<file path="src/rtl/dual_rail_rx.sv">
`default_nettype none
// ============================================================================
// Module   : dual_rail_rx
// Brief    : Return-to-zero dual-rail receiver; assembles LSB-first words and
//            counts protocol violations (both rails high).
// Revision : 1.0 - initial release
// ============================================================================
module dual_rail_rx #(
   parameter int WIDTH = 8,
   parameter int ERR_W = 8
) (
   input  logic                         clk,
   input  logic                         rstn,
   input  logic                         rail_t,
   input  logic                         rail_f,
   input  logic                         clr_err,
   output logic [WIDTH-1:0]             word_data,
   output logic                         word_valid,
   output logic                         err_pulse,
   output logic [ERR_W-1:0]             err_count,
   output logic [$clog2(WIDTH+1)-1:0]   bit_cnt
);

   localparam int                 c_CNT_W = $clog2(WIDTH+1);
   localparam logic [c_CNT_W-1:0] c_LAST  = c_CNT_W'(WIDTH-1);

   typedef enum logic [0:0] {
      WAIT_SPACER = 1'b0,
      WAIT_DATA   = 1'b1
   } state_t;

   state_t               r_state;
   logic [WIDTH-1:0]     r_shift;
   logic [WIDTH-1:0]     r_word_data;
   logic                 r_word_valid;
   logic                 r_err_pulse;
   logic [ERR_W-1:0]     r_err_count;
   logic [c_CNT_W-1:0]   r_bit_cnt;

   logic w_illegal;
   logic w_spacer;
   logic w_bit;

   assign w_illegal = rail_t & rail_f;
   assign w_spacer  = ~rail_t & ~rail_f;
   assign w_bit     = rail_t;

   always_ff @(posedge clk or negedge rstn) begin
      if (!rstn) begin
         r_state      <= WAIT_SPACER;
         r_shift      <= '0;
         r_word_data  <= '0;
         r_word_valid <= 1'b0;
         r_err_pulse  <= 1'b0;
         r_err_count  <= '0;
         r_bit_cnt    <= '0;
      end else begin
         r_word_valid <= 1'b0;
         r_err_pulse  <= 1'b0;

         // A clear coinciding with an error leaves exactly that one error counted
         if (clr_err)
            r_err_count <= w_illegal ? ERR_W'(1) : '0;
         else if (w_illegal && (r_err_count != '1))
            r_err_count <= r_err_count + 1'b1;

         if (w_illegal) begin
            r_err_pulse <= 1'b1;
            r_shift     <= '0;
            r_bit_cnt   <= '0;
            r_state     <= WAIT_SPACER;
         end else begin
            case (r_state)
               WAIT_SPACER: begin
                  if (w_spacer)
                     r_state <= WAIT_DATA;
               end
               WAIT_DATA: begin
                  if (!w_spacer) begin
                     r_state <= WAIT_SPACER;
                     if (r_bit_cnt == c_LAST) begin
                        r_word_data  <= {w_bit, r_shift[WIDTH-1:1]};
                        r_word_valid <= 1'b1;
                        r_shift      <= '0;
                        r_bit_cnt    <= '0;
                     end else begin
                        r_shift   <= {w_bit, r_shift[WIDTH-1:1]};
                        r_bit_cnt <= r_bit_cnt + 1'b1;
                     end
                  end
               end
               default: r_state <= WAIT_SPACER;
            endcase
         end
      end
   end

   assign word_data  = r_word_data;
   assign word_valid = r_word_valid;
   assign err_pulse  = r_err_pulse;
   assign err_count  = r_err_count;
   assign bit_cnt    = r_bit_cnt;

endmodule
`default_nettype wire

</file>
<file path="config.mk">
export PLATFORM = sky130hd
export DESIGN_NAME = dual_rail_rx
export DESIGN_NICKNAME = d
export VERILOG_FILES = /design/src/rtl/dual_rail_rx.sv
export SDC_FILE = /design/constraint.sdc
export NUM_CORES = 1
export LEC_CHECK = 0
export CORE_ASPECT_RATIO = 2
export CORE_UTILIZATION = 46
export DETAILED_ROUTE_END_ITERATION = 8
export GPL_TIMING_DRIVEN = 0
export PLACE_DENSITY_LB_ADDON = 0.08
export SETUP_SLACK_MARGIN = 0.4
export SLEW_MARGIN = 10
export SYNTH_ARGS = -nofsm -noshare
export SYNTH_HDL_FRONTEND = slang
export SYNTH_SLANG_ARGS = --single-unit
</file>
<file path="constraint.sdc">
create_clock -name clk -period 1.8 [get_ports clk]
set_clock_uncertainty 0.15 [all_clocks]
set_input_delay 0.18 -clock clk [delete_from_list [all_inputs] [get_ports clk]]
set_output_delay 0.18 -clock clk [all_outputs]
set_load 0.005 [all_outputs]
</file>
==> impl_metrics.yaml, run 1 <==
timing:
  hold_violations: 0
  max_slew_margin_pct: 54.7
  final_max_slew_viol_count: 0
  period_share_pct: 94.1
  grt_setup_unrepaired: "true"
  worst_pin_slew_ns: 0.679
  fmax_mhz: 590
  min_period_ns: 1.69
  setup_viol: 0
floorplanning:
  die_w_um: 41.3
  io_pins: 27
  dieArea_sq_um: 3320
  core_area_sq_um: 2940
  fp-row-count: 28
  die_h_um: 80.5
  start_util_pct: 48.2
global_route:
  globalRouteTotalUtil_pct: 25.4
  grt_max_degree: 31
  grt_pass1_vias: 1213
  overflow: 0
  antenna_found_initial: 0
  grt_pass1_wl_um: 5730
worst_hold_path:
  min_path_type: "in2reg"
  whs_path_depth: 2
  hp-start: "rail_t"
  min_to: "r_shift[7]"
logic_synthesis:
  yosysSeqAreaShare_pct: 53.0
  dominantRegCellSynth: "dfrtp_1"
  synth_seq_cells: 30
  synth_area_sq_um: 1420
  syn_nets: 127
  synth_edf_count: 0
  yosys.area.top_type: "dfrtp_1"
  avgSynthCellArea_sq_um: 12.0
  synth.distinct_cells: 37
  ys_warn_count: 0
  ys_top_cells_by_area: "dfrtp_1 53%, mux2_4 8.5%, a22o_1 4.9%"
  yosysTopAreaCellShare_pct: 53.0
  netlist_instances: 118
  postSynth.asyncResetShare_pct: 100
critical_path:
  r2r_cells: 5
  crit_type: "reg2reg"
  r2r-start: "bit_cnt[0]"
  cp_slowest_stage_delay_ns: 0.41
  r2r-end: "word_data[5]"
  crit_fanout: 8
  cpLargestDelayFamily: "flip-flops"
  cp_cell_sequence: "ha_4 > and3b_4 > and3_4 > buf_8 > mux2_4"
  slowest_stage: "dfrtp_1"
  ff2ff_setup_slack_ns: 0.11
  crit_buf_inv: 1
  cp.arrival_ns: 1.70
  crit_required_ns: 1.81
  crit_path_end_kind: "flip-flop"
  start_kind: "flip-flop"
place:
  place_congestion: 0.762
  port_buffers: 26
  dpl-instance-area_sq_um: 1760
  dp_hpwl_um: 2130
detailed_routing:
  avgViaCountPerCell: 5.86
  vias: 1265
  ant_nets: 0
  firstDrtPassIters: 4
  drc: 0
  wl_per_cell_um: 18.2
  routed_wl_um: 3930
  dr.first_iter.drc_count: 24
clock_network:
  htreeDepth: 2
  cts_tree: "yes"
  clk_latency_ns: 0.28
  clkTransAtPathRegs_ns: 0.07
  cts_made_buffers: 5
  clockBufferDepth: 2
  cts_root_buf: "clkbuf_8"
  cts.sinks: 30
power_and_ir_drop:
  power_leakage_nw: 1.08
  powerDensity_nw_per_um2: 774
  peakVddDrop_v: 0.000791
finish:
  multiInputGateArea_sq_um: 778
  nets: 194
  layout-drive-gt1-share_pct: 47.3
  antenna_cells: 0
  area_growth_syn_to_layout_pct: 61.3
  final_cell_area_sq_um: 2290
  seq_area_sq_um: 756
  nFillCells: 201
  fin_util_pct: 77.7
outcome:
  outcome: "completed"
flow_run:
  drv_cap: 0
==> report_power, final <==
group	total [W]	switching, W	internal (W)
clock	0.000660	0.000253	0.000407
sequential	0.000756	0.0000379	0.000718
combinational	0.000354	0.000149	0.000205
total	0.00177	0.000440	0.00133
==> routing by layer <==
layer  part of all wire (%)  track usage, %  routed length (um)
met1                     36            28.1                1400
met2                     55            42.0                2180
met3                    4.0            4.42                 157
met4                    4.9            14.2                 192
met5                      0               0                   0
==> cell type report <==
| class | count | area share [%] |
|---|---|---|
| multi-input cells | 77 | 34.0 |
| flip-flops and latches | 30 | 33.1 |
| repair buffers | 60 | 22.9 |
| clock buffers | 5 | 3.01 |
| plain buffers | 7 | 2.96 |
| clock inverters | 3 | 1.75 |
| well taps | 30 | 1.64 |
| inverters | 4 | 0.657 |
==> cell usage after synthesis (2+ instances only) <==
master and instances:
nor4_1 2, ha_1 4, nand3_1 5, nor3_1 8, nand2_1 4, mux2_4 8
nand4_1 3, and3_1 2, mux2_2 2, o21ai_0 2, a21oi_1 5, a22o_1 8
nand2b_1 5, a41oi_1 2, inv_1 4, a31oi_1 2, dfrtp_1 30, buf_2 3
==> logic make-up (layout without fill, tap and decap cells) <==
family	after synthesis	count (layout)	synth area share, %
compound gates	23	23	11.9
mux	11	11	10.8
buf+inv	11	79	4.06
simple gates	39	39	16.8
flops	30	30	53.0
fa+ha+maj	4	4	3.53
==> metrics by stage <==
stage,hold WS [ns],setup TNS [ns],cells,power [W],worst slack (ns)
6_report,0.0533,0,216,0.00177,0.106
5_1_grt,0.0830,0,216,0.00185,0.0770
4_1_cts,0.0531,0,210,0.00175,0.110
3_5_place_dp,0.108,-5.23,174,0.00101,-0.272
3_3_place_gp,0.344,-8.17,174,0.000999,-0.237
2_1_floorplan,-0.266,0,118,0.000884,0.118
==> worst max path at each step <==
stage                     cells past startpoint      endpoint       start  slack [ns]
after floorplan                               5  word_data[0]  bit_cnt[0]        0.12
after global placement                        6  err_count[7]      rail_t       -0.24
after detailed placement                      6  err_count[7]      rail_t       -0.27
after CTS                                     5  word_data[5]  bit_cnt[1]        0.11
after global routing                          5  word_data[1]  bit_cnt[0]        0.08
final                                         5  word_data[5]  bit_cnt[0]        0.11
==> state kept, by name, indices dropped and copies added, names as in the netlist <==
signal,count
bit_cnt,4
word_valid,1
r_state,1
r_shift,7
err_count,8
word_data,8
err_pulse,1
==> layout by cell type (no fill, tap or decap), types with 2 or more instances in the layout <==
cell,n
clkbuf_8,6
nand3_1,3
nand3_2,2
a31oi_4,2
buf_4,26
nor4_2,2
mux2_4,9
a41oi_1,2
buf_2,3
a21oi_4,3
dlygate4sd2_1,20
clkdlybuf4s15_1,2
o21ai_0,2
nor3_2,4
a21oi_1,2
nand4_1,3
and3_4,3
a22o_1,8
buf_6,9
nor3_1,4
inv_1,4
ha_4,3
nand2_1,4
clkinv_2,2
dfrtp_2,4
nand2b_1,5
dfrtp_1,26
==> what timing repair did <==
item                                    CTS  global route
endpoints found under the hold margin    30             0
setup buffers                            27             6
gates resized for setup                  49            15
endpoints found under the setup margin   50            30
pin swaps                                12            15
hold buffers                              1             0
No activity file was read; power rests on OpenSTA's default activity.
==> run 2, diff against run 1 <==
Settings changed: CTS_CLUSTER_SIZE set to 14.
==> results of run 2 <==
No change in the layout: final DEF, timing and power equal those of run 1.
